--- src/rtl/pll_rst_seq_pkg.sv ---
// Shared types and constants for the PLL reset sequencer.
package pll_rst_seq_pkg;

    typedef enum logic [2:0] {
        ST_PLL_RST   = 3'd0,
        ST_WAIT_LOCK = 3'd1,
        ST_RELEASE   = 3'd2,
        ST_RUN       = 3'd3,
        ST_FAIL      = 3'd4
    } state_t;

    localparam int LOSS_CNT_W = 8;

    // Increment that sticks at all-ones instead of wrapping.
    function automatic logic [LOSS_CNT_W-1:0] sat_inc(input logic [LOSS_CNT_W-1:0] v);
        return (v == '1) ? v : v + 1'b1;
    endfunction

endpackage

--- src/rtl/pll_rst_seq_sync_2ff.sv ---
// Two-flop synchronizer for asynchronous status inputs; clears to zero on srst.
module sync_2ff #(
    parameter int WIDTH = 1
) (
    input  logic             clk,
    input  logic             srst,
    input  logic [WIDTH-1:0] d,
    output logic [WIDTH-1:0] q
);

    logic [WIDTH-1:0] meta_reg;
    logic [WIDTH-1:0] sync_reg;

    // Two-stage capture of the asynchronous input.
    always_ff @(posedge clk) begin
        if (srst) begin
            meta_reg <= '0;
            sync_reg <= '0;
        end else begin
            meta_reg <= d;
            sync_reg <= meta_reg;
        end
    end

    assign q = sync_reg;

endmodule

--- src/rtl/pll_rst_seq.sv ---
// PLL reset sequencer: pulses the PLL reset, qualifies lock with a stability
// window and a timeout (bounded retries), then releases downstream resets in order.
module pll_rst_seq
    import pll_rst_seq_pkg::*;
#(
    parameter int PLL_RST_CYCLES      = 16,
    parameter int LOCK_STABLE_CYCLES  = 1024,
    parameter int LOCK_TIMEOUT_CYCLES = 65536,
    parameter int MAX_RETRY           = 3,
    parameter int NUM_RST             = 2,
    parameter int RST_GAP_CYCLES      = 16
) (
    input  logic                  clk,
    input  logic                  rst,
    input  logic                  restart,
    input  logic                  pll_lock,
    output logic                  pll_rst,
    output logic [NUM_RST-1:0]    rst_out,
    output logic                  ready,
    output logic                  fail,
    output logic [2:0]            state,
    output logic [LOSS_CNT_W-1:0] loss_cnt
);

    localparam int RST_W = $clog2(PLL_RST_CYCLES + 1);
    localparam int STB_W = $clog2(LOCK_STABLE_CYCLES + 1);
    localparam int TMO_W = $clog2(LOCK_TIMEOUT_CYCLES + 1);
    localparam int RTY_W = $clog2(MAX_RETRY + 1);
    localparam int GAP_W = $clog2(RST_GAP_CYCLES + 1);
    localparam int IDX_W = $clog2(NUM_RST + 1);

    // Each counter holds "cycles already spent", so the last cycle is param-1.
    localparam logic [RST_W-1:0] RST_LAST = RST_W'(PLL_RST_CYCLES - 1);
    localparam logic [STB_W-1:0] STB_LAST = STB_W'(LOCK_STABLE_CYCLES - 1);
    localparam logic [TMO_W-1:0] TMO_LAST = TMO_W'(LOCK_TIMEOUT_CYCLES - 1);
    localparam logic [RTY_W-1:0] RTY_LAST = RTY_W'(MAX_RETRY - 1);
    localparam logic [GAP_W-1:0] GAP_LAST = GAP_W'(RST_GAP_CYCLES - 1);
    localparam logic [IDX_W-1:0] IDX_ALL  = IDX_W'(NUM_RST);

    state_t                  state_reg, state_next;
    logic [RST_W-1:0]        rst_cnt_reg, rst_cnt_next;
    logic [STB_W-1:0]        stable_cnt_reg, stable_cnt_next;
    logic [TMO_W-1:0]        tmo_cnt_reg, tmo_cnt_next;
    logic [RTY_W-1:0]        retry_reg, retry_next;
    logic [GAP_W-1:0]        gap_cnt_reg, gap_cnt_next;
    logic [IDX_W-1:0]        rel_idx_reg, rel_idx_next;   // number of rst_out bits released
    logic [LOSS_CNT_W-1:0]   loss_reg, loss_next;
    logic                    pll_rst_reg, pll_rst_next;
    logic [NUM_RST-1:0]      rst_out_reg, rst_out_next;
    logic                    ready_reg, ready_next;
    logic                    fail_reg, fail_next;
    logic                    lock_s;
    logic                    sync_srst;

    // Lock reported while the PLL is held in reset is meaningless, so the
    // synchronizer is kept clear then; each attempt observes lock afresh.
    assign sync_srst = rst | pll_rst_reg;

    sync_2ff #(.WIDTH(1)) u_lock_sync (
        .clk  (clk),
        .srst (sync_srst),
        .d    (pll_lock),
        .q    (lock_s)
    );

    // Bit gi stays in reset until gi+1 bits have been released.
    for (genvar gi = 0; gi < NUM_RST; gi++) begin : g_rst_out
        assign rst_out_next[gi] = (IDX_W'(gi) >= rel_idx_next);
    end

    // State register and registered outputs.
    always_ff @(posedge clk) begin
        if (rst) begin
            state_reg      <= ST_PLL_RST;
            rst_cnt_reg    <= '0;
            stable_cnt_reg <= '0;
            tmo_cnt_reg    <= '0;
            retry_reg      <= '0;
            gap_cnt_reg    <= '0;
            rel_idx_reg    <= '0;
            loss_reg       <= '0;
            pll_rst_reg    <= 1'b1;
            rst_out_reg    <= '1;
            ready_reg      <= 1'b0;
            fail_reg       <= 1'b0;
        end else begin
            state_reg      <= state_next;
            rst_cnt_reg    <= rst_cnt_next;
            stable_cnt_reg <= stable_cnt_next;
            tmo_cnt_reg    <= tmo_cnt_next;
            retry_reg      <= retry_next;
            gap_cnt_reg    <= gap_cnt_next;
            rel_idx_reg    <= rel_idx_next;
            loss_reg       <= loss_next;
            pll_rst_reg    <= pll_rst_next;
            rst_out_reg    <= rst_out_next;
            ready_reg      <= ready_next;
            fail_reg       <= fail_next;
        end
    end

    // Next-state, counter and output decode; restart overrides every transition.
    always_comb begin
        state_next      = state_reg;
        rst_cnt_next    = rst_cnt_reg;
        stable_cnt_next = stable_cnt_reg;
        tmo_cnt_next    = tmo_cnt_reg;
        retry_next      = retry_reg;
        gap_cnt_next    = gap_cnt_reg;
        rel_idx_next    = rel_idx_reg;
        loss_next       = loss_reg;

        if (restart) begin
            state_next      = ST_PLL_RST;
            rst_cnt_next    = '0;
            stable_cnt_next = '0;
            tmo_cnt_next    = '0;
            retry_next      = '0;
            gap_cnt_next    = '0;
            rel_idx_next    = '0;
        end else begin
            case (state_reg)
                ST_PLL_RST: begin
                    if (rst_cnt_reg == RST_LAST) begin
                        state_next      = ST_WAIT_LOCK;
                        rst_cnt_next    = '0;
                        stable_cnt_next = '0;
                        tmo_cnt_next    = '0;
                    end else begin
                        rst_cnt_next = rst_cnt_reg + 1'b1;
                    end
                end
                ST_WAIT_LOCK: begin
                    tmo_cnt_next    = tmo_cnt_reg + 1'b1;
                    stable_cnt_next = lock_s ? stable_cnt_reg + 1'b1 : '0;
                    // Qualified lock is checked first so it wins a tie with the timeout.
                    if (lock_s && (stable_cnt_reg == STB_LAST)) begin
                        state_next      = ST_RELEASE;
                        retry_next      = '0;
                        rel_idx_next    = IDX_W'(1);
                        gap_cnt_next    = '0;
                        stable_cnt_next = '0;
                        tmo_cnt_next    = '0;
                    end else if (tmo_cnt_reg == TMO_LAST) begin
                        retry_next      = retry_reg + 1'b1;
                        rst_cnt_next    = '0;
                        stable_cnt_next = '0;
                        tmo_cnt_next    = '0;
                        state_next      = (retry_reg == RTY_LAST) ? ST_FAIL : ST_PLL_RST;
                    end
                end
                ST_RELEASE: begin
                    if (!lock_s) begin
                        state_next   = ST_PLL_RST;
                        rst_cnt_next = '0;
                        gap_cnt_next = '0;
                        rel_idx_next = '0;
                    end else if (gap_cnt_reg == GAP_LAST) begin
                        gap_cnt_next = '0;
                        if (rel_idx_reg == IDX_ALL) begin
                            state_next = ST_RUN;
                        end else begin
                            rel_idx_next = rel_idx_reg + 1'b1;
                        end
                    end else begin
                        gap_cnt_next = gap_cnt_reg + 1'b1;
                    end
                end
                ST_RUN: begin
                    if (!lock_s) begin
                        state_next   = ST_PLL_RST;
                        rst_cnt_next = '0;
                        rel_idx_next = '0;
                        loss_next    = sat_inc(loss_reg);
                    end
                end
                ST_FAIL: begin
                    state_next = ST_FAIL;
                end
                default: begin
                    state_next   = ST_PLL_RST;
                    rst_cnt_next = '0;
                    rel_idx_next = '0;
                end
            endcase
        end

        pll_rst_next = (state_next == ST_PLL_RST) || (state_next == ST_FAIL);
        ready_next   = (state_next == ST_RUN);
        fail_next    = (state_next == ST_FAIL);
    end

    assign pll_rst  = pll_rst_reg;
    assign rst_out  = rst_out_reg;
    assign ready    = ready_reg;
    assign fail     = fail_reg;
    assign state    = state_reg;
    assign loss_cnt = loss_reg;

endmodule

--- config.mk ---
export PLATFORM = sky130hd
export DESIGN_NAME = pll_rst_seq
export DESIGN_NICKNAME = d
export VERILOG_FILES = /design/src/rtl/pll_rst_seq_pkg.sv /design/src/rtl/pll_rst_seq_sync_2ff.sv /design/src/rtl/pll_rst_seq.sv
export SDC_FILE = /design/constraint.sdc
export NUM_CORES = 1
export LEC_CHECK = 0
export ABC_AREA = 1
export CORE_MARGIN = 2
export CORE_UTILIZATION = 39
export CTS_BUF_LIST = sky130_fd_sc_hd__clkbuf_8
export DETAILED_ROUTE_END_ITERATION = 16
export GPL_ROUTABILITY_DRIVEN = 0
export PLACE_DENSITY = 0.55
export SLEW_MARGIN = 10
export SYNTH_ARGS = -nofsm -noshare
export SYNTH_HDL_FRONTEND = slang
export SYNTH_HIERARCHICAL = 1
export SYNTH_SLANG_ARGS = --single-unit
--- constraint.sdc ---
create_clock -name clk -period 4.3 [get_ports clk]
set_clock_uncertainty 0.2 [all_clocks]
set_input_delay 0.86 -clock clk [delete_from_list [all_inputs] [get_ports clk]]
set_output_delay 0.86 -clock clk [all_outputs]
set_load 0.03 [all_outputs]
==> metrics.yaml, run 1 <==
timing:
  hold_viol: 0
  setup_tns_ns: 0
  maxSlewHeadroom: 0.643
  fin_crit_sh: 0.600
  setup_violations: 0
  rsz0062_at_grt: "false"
  slew_viol_final: 0
  worst_pin_slew_ns: 0.535
  period_needed_ns: 2.58
  max_freq_ghz: 0.388
setup_path:
  crit_buf_inv: 3
  r2r_cells: 7
  crit_start: "rst"
  endpoint: "state[2]"
  cp_cell_sequence: "clkdlybuf4s50_1 > nor2_4 > inv_2 > a21oi_1 > inv_1 > a21oi_1"
  critPathMaxStageDelay_ns: 0.56
  crit_type: "input port to register"
  r2r_slack_ns: 2.00
  cp.arrival_ns: 2.65
  crit_family: "buffers and inverters"
  start_kind: "input port"
  crit_path_top_delay_cell: "clkdlybuf4s50_1"
  end_kind: "register"
  critical_path.most_common_cell: "a21oi_1"
  crit_cells: 6
  r2r_start: "u_lock_sync/q"
  r2r_end: "tmo_cnt_reg[7]"
  crit_fanout: 28
  critPathRequiredTime_ns: 4.38
die:
  die_x_um: 94.6
  start_util: 0.396
  dieArea_um2: 8960
  core-area_um2: 8090
  ios: 20
  die_h_um: 94.6
  rows: 33
yosys:
  ys_async_sr_fraction: 0
  synthTopCellsByCount: "106 x nand2_1, 60 x dfxtp_1, 59 x nor2_1"
  avgSynthCellArea_um2: 6.92
  yosysMostFrequentCell: "nand2_1"
  netlist_instances: 463
  yosysTopAreaCell: "dfxtp_1"
  synth-edff-count: 0
  yosysUniqueCellTypes: 35
  syn_area_um2: 3200
  yosys_warnings: 6
  synth_area_leaders: "dfxtp_1 37%, nand2_1 12%, nor2_1 6.9%"
  syn-num-nets: 475
  ys_seq_elements: 60
  synthFlopType: "dfxtp_1"
  seq_area_frac_synth: 0.375
  synth_top_area_share: 0.375
cts:
  cts_resized: 0
  root_buffer: "clkbuf_8"
  clk_pin_slew_ns: 0.07
  worstSkewPairLatency_ns: 0.35
  htreeDepth: 3
  cts_buffers: 9
  cts_hold_buf: 0
  postCtsSetupBuffers: 0
  clock-sinks: 60
  ctsLongestPathBuffers: 2
  cts_tree: "yes"
grt:
  antenna_found_initial: 0
  grt_util_met2: 0.272
  use_met3: 0.0335
  grt_pass1_wl_mm: 12.4
  track_usage: 0.176
  overflow: 0
  use_met1: 0.237
  grt_pass1_vias: 2624
  grt_start_max_net_pins: 29
  grt_most_used_layer: "met2"
detailed_routing:
  drtIter0Drc: 95
  ant_nets: 0
  drtPass1Iterations: 4
  wl_per_cell_um: 12.0
  routed_wl_mm: 7.16
  avgViaCountPerCell: 4.92
  remaining_drc_errors: 0
  vias: 2928
power_and_ir_drop:
  power_density_nw_per_um2: 295
  p_leak_nw: 1.43
  peakVddDrop_v: 0.000152
placed_design:
  place_area_um2: 3480
  hpwl_mm: 5.08
  io_buffers: 19
final_layout:
  drive_gt1_frac: 0.108
  syn2layout_area_growth_pct: 14.5
  fin_nets: 498
  stdcell_area_um2: 3670
  diodes: 0
  largest_reg_flops: 17
worst_hold_path:
  hp-class: "register to register"
run_status:
  outcome: "completed"
job:
  drv_cap: 0
-- logic make-up after synthesis --
family                     count (synthesis)  share of synthesized area
AOI/OAI and AO/OA                         67                      0.112
xor gates and xnor gates                  11                     0.0301
adders and majority gates                  8                     0.0312
buffers and inverters                     71                     0.0898
DFF                                       60                      0.375
and+or+nand+nor                          246                      0.362
-- worst min-delay path by stage --
stage,end,from,cells after the start,slack (ns)
after global routing,u_lock_sync/q,u_lock_sync/meta_reg,2,0.23
after CTS,u_lock_sync/q,u_lock_sync/meta_reg,2,0.22
final,u_lock_sync/q,u_lock_sync/meta_reg,2,0.22
after floorplan,u_lock_sync/q,u_lock_sync/meta_reg,2,0.19
after global placement,u_lock_sync/q,u_lock_sync/meta_reg,2,0.20
after detailed placement,u_lock_sync/q,u_lock_sync/meta_reg,2,0.21
-- layout make-up --
type / count / area (um^2)
Clock inverter: 5 / 52.6
Tap cell: 105 / 131
Clock buffer: 10 / 138
Fill cell: 886 / 4420
Sequential cell: 60 / 1200
Inverter: 64 / 240
Timing Repair Buffer: 19 / 190
Multi-Input combinational cell: 332 / 1720
-- stage by stage --
stage	hold slack, ns	power, W	util	cells	setup WS, ns
6_report	0.217	0.00108	0.453	595	1.72
5_1_grt	0.229	0.00113	0.453	595	1.51
4_1_cts	0.219	0.00110	0.453	595	1.70
3_5_place_dp	0.206	0.000588	0.430	580	1.38
3_3_place_gp	0.196	0.000588	0.430	580	1.43
2_1_floorplan	0.188	0.000580	-	463	2.44
-- where the power goes --
part	internal, W	total [W]	leakage, nW	switching (W)
Clock	0.000277	0.000507	0.0979	0.000230
Combinational	0.00000543	0.0000178	0.844	0.0000123
Sequential	0.000556	0.000557	0.483	0.00000108
Total	0.000839	0.00108	1.43	0.000243
-- worst reg2reg max path, cell delays in order, from the launching register on --
cell	delay, ns
dfxtp_1	0.64
inv_1	0.31
nor2_1	0.24
nand4_4	0.23
nand3_2	0.24
nand2_1	0.09
nand2_2	0.17
nor2_1	0.07
-- layer usage --
metal,wire length [um],up-vias,share of wire
li1,-,1545,-
met1,3710,1343,0.52
met2,3120,28,0.44
met3,183,12,0.026
met4,151,0,0.021
met5,0,-,0
-- cells in the final DEF, fill, tap and decap left out, types with 4 or more instances in the layout --
cell type | synthesis | routed
ha_1 | 8 | 8
nand4_1 | 15 | 15
o21ai_0 | 17 | 17
dfxtp_1 | 60 | 60
nand2_2 | 6 | 6
clkdlybuf4s50_1 | 0 | 19
nor2_4 | 4 | 4
xor2_1 | 6 | 6
nand3_2 | 5 | 5
a21oi_1 | 38 | 38
xnor2_1 | 5 | 5
nand2_1 | 106 | 106
inv_1 | 52 | 52
nand3_1 | 29 | 29
nor3_1 | 9 | 9
clkbuf_8 | 0 | 10
inv_2 | 12 | 12
nor2_1 | 59 | 59
Power figures use the tool's default switching activity.
==> inputs of run 2 (changes only) <==
- PLACE_DENSITY: 0.55 -> 0.57
- clock period: 4.3 -> 2.3 ns (I/O delays scaled with it)
==> run 2 against run 1 <==
Against the previous run:
- setup slack got worse by 1.6 ns
- final cell count rose by 1.3%
- total power rose by 89%
- register-to-register slack got worse by 1.7 ns
- sequential share of layout area fell by 0.57 points
- highest routed layer unchanged
==> metrics.yaml, run 2 (synthesis gave the netlist of run 1 again) <==
detailed_routing:
  drtPass1Iterations: 4
  remaining_drc_errors: 0
  vias: 2876
  avgViaCountPerCell: 4.77
  wl_per_cell_um: 11.6
  drtIter0Drc: 121
  ant_nets: 0
  routed_wl_mm: 6.97
die:
  rows: 33
  start_util: 0.396
  dieArea_um2: 8960
  die_h_um: 94.6
  core-area_um2: 8090
  ios: 20
  die_x_um: 94.6
timing:
  period_needed_ns: 2.18
  maxSlewHeadroom: 0.706
  slew_viol_final: 0
  setup_violations: 0
  max_freq_ghz: 0.459
  fin_crit_sh: 0.948
  worst_slack_ns: 0.120
  hold_viol: 0
  worst_pin_slew_ns: 0.440
  holdWs_ns: 0.223
  rsz0062_at_grt: "false"
  setup_tns_ns: 0
cts:
  worstSkewPairLatency_ns: 0.34
  clk_pin_slew_ns: 0.07
  cts_buffers: 9
  postCtsSetupBuffers: 0
  cts_hold_buf: 0
  ctsLongestPathBuffers: 2
  htreeDepth: 3
  clock-sinks: 60
  root_buffer: "clkbuf_8"
  cts_tree: "yes"
  cts_resized: 0
grt:
  overflow: 0
  track_usage: 0.168
  grt_pass1_wl_mm: 11.9
  antenna_found_initial: 0
  grt_pass1_vias: 2662
  grt_start_max_net_pins: 28
setup_path:
  critPathMaxStageDelay_ns: 0.72
  cp.arrival_ns: 1.52
  start_kind: "register"
  cp_cell_sequence: "clkdlybuf4s50_1"
  crit_buf_inv: 1
  crit_fanout: 4
  crit_type: "register to output pin"
  critPathRequiredTime_ns: 1.64
  crit_path_top_delay_cell: "clkdlybuf4s50_1"
  end_kind: "output pin"
  crit_family: "buffers and inverters"
final_layout:
  stdcell_area_um2: 3730
  fin_nets: 505
  drive_gt1_frac: 0.120
  diodes: 0
  fillers: 878
  final_cell_mix: "106 x nand2_1, 60 x dfxtp_1, 59 x nor2_1"
  fin_cells: 603
  largest_reg_flops: 17
  syn2layout_area_growth_pct: 16.5
  layout_commonest_cell: "nand2_1"
placed_design:
  place_area_um2: 3530
  hpwl_mm: 5.08
  io_buffers: 19
  dp_cells: 587
  place_ws_ns: 0.273
run_status:
  outcome: "completed"
power_and_ir_drop:
  peakVddDrop_v: 0.000250
  power_density_nw_per_um2: 548
  p_leak_nw: 1.47
job:
  drv_cap: 0
worst_hold_path:
  hp-class: "register to register"
[run 2: changes by cell type in the layout (fill, tap and decap cells not counted), sizes merged]
cell | previous run | this run
buf | 0 | 7
clkbuf | 10 | 11
clkinv | 3 | 2
inv | 64 | 65
[run 2: path summary, 6_finish.rpt]
path | end | depth (start not counted) | start | slack [ns]
worst max-delay path | state[2] | 1 | state[2] | 0.12
worst min-delay path | u_lock_sync/q | 2 | u_lock_sync/meta_reg | 0.22
worst max register to register | tmo_cnt_reg[6] | 10 | rst_cnt_reg[0] | 0.33
worst min register to register | u_lock_sync/q | 2 | u_lock_sync/meta_reg | 0.22
[run 2: report_power, final]
group          leakage [nW]  switching, W  internal (W)
clock network         0.107      0.000416      0.000552
registers             0.483    0.00000209       0.00104
logic                 0.878     0.0000240     0.0000136
[run 2: per-stage QoR]
step,power [W],utilization
after floorplan,0.00108,-
after detailed placement,0.00110,0.436
after global placement,0.00110,0.436
final,0.00205,0.461
after CTS,0.00208,0.461
after global routing,0.00212,0.461
[run 2: final cells by class]
type	count	area [um^2]	area share
Inverter	64	240	0.0643
Clock buffer	11	151	0.0405
Tap cell	105	131	0.0352
Sequential cell	60	1200	0.322
Clock inverter	5	51.3	0.0137
Timing Repair Buffer	26	243	0.0650
Multi-Input combinational cell	332	1720	0.459
[run 2: layer usage]
| layer | GRT usage | wire length, um | share of wire | vias to the layer above |
|---|---|---|---|---|
| li1 | - | - | - | 1552 |
| met1 | 0.214 | 3470 | 0.50 | 1288 |
| met2 | 0.276 | 3230 | 0.46 | 26 |
| met3 | 0.0287 | 137 | 0.020 | 10 |
| met4 | 0.0773 | 129 | 0.019 | 0 |
| met5 | 0 | 0 | 0 | - |
